[src/rtl/reg_file_fwd.sv]
// Register file with same-cycle forwarding from EX/MEM and MEM/WB, load-use
// stall detection, and saturating commit/stall event counters.
module reg_file_fwd #(
    parameter int DW = 32,
    parameter int AW = 5
) (
    input  logic          clk,
    input  logic          rst,
    input  logic [AW-1:0] rs_addr,
    input  logic          rs_use,
    input  logic [AW-1:0] rt_addr,
    input  logic          rt_use,
    input  logic          ex_wen,
    input  logic [AW-1:0] ex_addr,
    input  logic [DW-1:0] ex_data,
    input  logic          ex_load,
    input  logic          wb_wen,
    input  logic [AW-1:0] wb_addr,
    input  logic [DW-1:0] wb_data,
    output logic [DW-1:0] rs_data,
    output logic [DW-1:0] rt_data,
    output logic          stall,
    output logic [15:0]   commit_cnt,
    output logic [15:0]   stall_cnt
);

    localparam int          NREG    = 2 ** AW;
    localparam logic [15:0] CNT_MAX = 16'hFFFF;

    logic [DW-1:0] regs_q [NREG];
    logic [15:0]   commit_cnt_q, commit_cnt_d;
    logic [15:0]   stall_cnt_q, stall_cnt_d;
    logic          commit;
    logic          ex_fwd_ok;

    // A write to entry 0 is architecturally a no-op and is not counted.
    assign commit = wb_wen && (wb_addr != '0);

    // EX/MEM can forward only once its result is real (not a pending load).
    assign ex_fwd_ok = ex_wen && !ex_load;

    // Load-use hazard: a consumed source matches a pending load destination.
    assign stall = ex_wen && ex_load && (ex_addr != '0) &&
                   ((rs_use && (rs_addr == ex_addr)) ||
                    (rt_use && (rt_addr == ex_addr)));

    // Read port A: zero register, then youngest producer, then array.
    always_comb begin
        // NOTE: every always_comb output gets a default first so no path can infer a latch.
        rs_data = regs_q[rs_addr];
        if (rs_addr == '0)
            rs_data = '0;
        else if (ex_fwd_ok && (ex_addr == rs_addr))
            rs_data = ex_data;
        else if (wb_wen && (wb_addr == rs_addr))
            rs_data = wb_data;
    end

    // Read port B: same priority as port A, evaluated independently.
    always_comb begin
        rt_data = regs_q[rt_addr];
        if (rt_addr == '0)
            rt_data = '0;
        else if (ex_fwd_ok && (ex_addr == rt_addr))
            rt_data = ex_data;
        else if (wb_wen && (wb_addr == rt_addr))
            rt_data = wb_data;
    end

    // Saturating next-state for both event counters.
    always_comb begin
        commit_cnt_d = commit_cnt_q;
        stall_cnt_d  = stall_cnt_q;
        if (commit && (commit_cnt_q != CNT_MAX))
            commit_cnt_d = commit_cnt_q + 16'd1;
        if (stall && (stall_cnt_q != CNT_MAX))
            stall_cnt_d = stall_cnt_q + 16'd1;
    end

    // Register array: cleared by reset, written by MEM/WB commits.
    always_ff @(posedge clk or negedge rst) begin
        if (!rst) begin
            // NOTE: the array is flops, not a RAM macro, so it can and must clear on reset.
            for (int i = 0; i < NREG; i++)
                regs_q[i] <= '0;
        end else if (commit) begin
            // NOTE: state updates use <= so every flop samples pre-edge values.
            regs_q[wb_addr] <= wb_data;
        end
    end

    // Event counters.
    always_ff @(posedge clk or negedge rst) begin
        if (!rst) begin
            commit_cnt_q <= '0;
            stall_cnt_q  <= '0;
        end else begin
            commit_cnt_q <= commit_cnt_d;
            stall_cnt_q  <= stall_cnt_d;
        end
    end

    assign commit_cnt = commit_cnt_q;
    assign stall_cnt  = stall_cnt_q;

endmodule

[config.mk]
export PLATFORM = sky130hd
export DESIGN_NAME = reg_file_fwd
export DESIGN_NICKNAME = d
export VERILOG_FILES = /design/src/rtl/reg_file_fwd.sv
export SDC_FILE = /design/constraint.sdc
export NUM_CORES = 2
export LEC_CHECK = 0
export CAP_MARGIN = 20
export CORE_MARGIN = 2
export CORE_UTILIZATION = 60
export CTS_BUF_LIST = sky130_fd_sc_hd__clkbuf_8
export DETAILED_ROUTE_END_ITERATION = 8
export HOLD_SLACK_MARGIN = 0.12
export PLACE_DENSITY = 0.78
export SLEW_MARGIN = 20
export SYNTH_ARGS = -nofsm -noshare
export SYNTH_HDL_FRONTEND = slang
export SYNTH_SLANG_ARGS = --single-unit
[constraint.sdc]
create_clock -name clk -period 2.7 [get_ports clk]
set_input_delay 0.54 -clock clk [delete_from_list [all_inputs] [get_ports clk]]
set_output_delay 0.54 -clock clk [all_outputs]
set_load 0.005 [all_outputs]
==> results by group <==
Floorplanning
  • Die X: 315 um
  • Initial Util: 0.608
  • Die Area: 99100 um^2
  • # rows: 113
  • Core region area: 95300 um^2
  • Boundary Pins: 188
  • Die height: 315 um

Logic synthesis
  • Asr flop ratio synth: 1.00
  • Most common flop cell mapped by yosys: dfrtp_1
  • Synth area leaders: dfrtp_1, mux2_2, mux2i_1, mux4_2, o22ai_1
  • Synth area leader: dfrtp_1
  • Synth Warn #: 0
  • Synth Register Bits: 1056
  • Sequential area share after synthesis: 0.456
  • Library cells used by synthesis: 61
  • Post-Syn Area: 58000 um^2
  • Number of flops mapped to enable cells by yosys: 0
  • Average cell area after synthesis: 12.5 um^2
  • Syn Inst Count: 4642
  • Post-synth top area share: 0.456
  • Mapped Nets: 4735

Clock tree
  • H-tree depth: 4
  • Later-pin clock latency in the skew report: 0.87 ns
  • CTS root buf: clkbuf_8
  • Largest buffer count on any clock path: 3
  • TritonCTS clock tree: built
  • Clk slew on worst S/H paths: 0.06 ns
  • Clock Sinks: 1056
  • Total CTS buffers: 173

Outcome
  • Status: complete, but fails checks
  • Failing checks: negative setup slack

Timing
  • RSZ-0062 raised after global routing: yes
  • Final Cycle Share: 1.22
  • Setup violators final: 64
  • Least-Margin Pin Slew: 0.652 ns
  • Worst slew margin: 0.565
  • Final hold slack: 0.158 ns
  • Final hold vios: 0
  • Highest clock rate: 304 MHz
  • Minimum clock period: 3.29 ns
  • Max-slew violations: 0
  • Post-route setup slack: -0.585 ns
  • Clock Skew: 0.0125 ns

Critical path
  • CP Data Required Time: 2.16 ns
  • Largest fanout on the critical path: 2
  • CP arrival: 2.75 ns
  • WS Path Type: flop to output pin
  • Kind of start point of the critical path: flop
  • Crit path capture type: output pin

Detailed routing
  • Starting DRT DRC Count: 6729
  • Post-route DRC: 0
  • Post-DRT Antenna Nets: 0
  • Via/cell ratio: 7.21
  • Metal2 WL: 93.9 mm
  • Metal1 wirelength: 77.8 mm
  • Vias: 48400
  • Routed met3 length: 31.4 mm
  • DRT Wirelength: 219 mm
  • 1st-pass router iterations: 9
  • Top sig layer: met5
  • Drt wl/cell: 32.6 um

Place
  • HPWL after DPL: 132 mm
  • DP Cell Count: 6241
  • IO buf count: 187
  • Placed inst area: 66400 um^2
  • GPL Wtd Cong: 0.922

GRT
  • GRT Util Overall: 0.426
  • Grt ovf: 0
  • Largest net degree at the start of global routing: 114
  • Global-route wire length before repair: 313 mm
  • Initial antenna violation count: 7
  • Vias in the first global route: 49000

Layout
  • Util after Layout: 0.775
  • Final non-filler cell total: 6718
  • Area grow syn2layout: 27.4%
  • Fin area: 73800 um^2
  • Total Nets Final: 5399
  • Share of post-route cells with drive strength above 1: 0.509

Job
  • Max Cap Viol: 0

Power and ir drop
  • Peak supply drop: 578 uV
  • Leakage power: 33.6 nW
  • Power density cells: 669 nW/um^2

Min path
  • Worst min path class: primary input to async pin
## cells in the final DEF (no fill, tap or decap), types with 100 or more instances in the layout
master | synthesis | final
mux2i_1 | 591 | 543
mux2_2 | 1122 | 1111
o22ai_1 | 235 | 190
buf_12 | 1 | 193
nand2_1 | 130 | 113
mux4_2 | 130 | 130
clkdlybuf4s50_1 | 0 | 100
buf_4 | 58 | 498
dfrtp_1 | 1056 | 1056
clkbuf_8 | 0 | 233
## critical path, cell delays in order (launching register included)
cell,delay (ns)
dfrtp_1,0.40
mux4_2,0.54
a211oi_2,0.31
buf_4,0.18
and4_4,0.24
o21ai_2,0.05
buf_2,0.13
## final timing paths
path	from	end	slack (ns)	depth (start not counted)
setup / recovery	regs_q[264]$_DFFE_PN0P_	rs_data[8]	-0.59	6
hold / removal	rst	regs_q[757]$_DFFE_PN0P_	0.16	2
setup reg to reg	stall_cnt[2]$_DFFE_PN0P_	stall_cnt[1]$_DFFE_PN0P_	0.64	6
hold reg to reg	regs_q[992]$_DFFE_PN0P_	regs_q[992]$_DFFE_PN0P_	0.40	0
max in group asynchronous	rst	regs_q[10]$_DFFE_PN0P_	1.37	4
min in group clk	regs_q[992]$_DFFE_PN0P_	regs_q[992]$_DFFE_PN0P_	0.40	0
## logic make-up after synthesis
kind of cell | share of synthesized area
AND/OR/NAND/NOR | 0.0430
multiplexers | 0.371
flip-flops | 0.456
buffers and inverters | 0.0422
AO/OA/AOI/OAI | 0.0799
adder cells (fa/ha/maj) | 0.000432
XOR/XNOR | 0.00741
## area by class of cell
type                            instances  area, um^2
Sequential cell                      1056       26400
Clock buffer                          233        3210
Tap cell                             1265        1580
Clock inverter                         85         632
Timing Repair Buffer                  976       10600
Antenna cell                            4        10.0
Multi-Input combinational cell       3091       31300
Fill cell                            5285       21500
Inverter                                8        30.0
## per-layer routing
| layer | GRT usage | vias to the layer above |
|---|---|---|
| met5 | 0.0102 | - |
| met4 | 0.265 | 16 |
| met3 | 0.167 | 1155 |
| met2 | 0.611 | 4021 |
| met1 | 0.542 | 24400 |
| li1 | - | 18800 |
## metrics by stage
stage,setup TNS (ns),worst slack (ns),power [W]
global placement,-72.70,-1.30,0.0313
finish,-26.40,-0.585,0.0494
global route,-28.66,-0.621,0.0509
floorplan,0,0.194,0.0274
detailed placement,-76.12,-1.22,0.0319
CTS,-24.15,-0.548,0.0481
## what timing repair did
item	4_1_cts	5_1_grt
gates cloned	11	3
endpoints found under the setup margin	65	64
endpoints found under the hold margin	582	0
pin swaps	266	98
setup buffers	154	14
hold buffers	1	0
gates resized for setup	674	139
## report_power, final
| part | internal (W) | switching [W] | total (W) | leakage (nW) |
|---|---|---|---|---|
| Combinational | 0.00686 | 0.00562 | 0.0125 | 17.9 |
| Clock | 0.00842 | 0.00706 | 0.0155 | 2.15 |
| Sequential | 0.0188 | 0.00258 | 0.0214 | 13.5 |
## registers in the layout, indices dropped and copies added, names as in the netlist
| name | count |
|---|---|
| regs_q | 1024 |
| commit_cnt | 16 |
| stall_cnt | 16 |
## cell usage after synthesis (all sizes together), types with 5 or more instances
| master | instances |
|---|---|
| mux2 | 1124 |
| dfrtp | 1056 |
| mux2i | 591 |
| buf | 275 |
| o22ai | 235 |
| clkbuf | 212 |
| o21ai | 160 |
| a211oi | 140 |
| mux4 | 130 |
| nand2 | 130 |
| nor2 | 107 |
| nand3 | 83 |
| nor2b | 66 |
| a221oi | 49 |
| a21oi | 46 |
| a22oi | 44 |
| nor3 | 27 |
| xnor2 | 25 |
| xor2 | 24 |
| o2111a | 18 |
| and4 | 17 |
| nand4 | 9 |
| inv | 7 |
| nor4 | 7 |
| and3 | 6 |
| nand2b | 6 |
| nand4b | 6 |
| nor3b | 6 |
| nand3b | 5 |
Note: power is estimated with default switching activity, not from simulation.
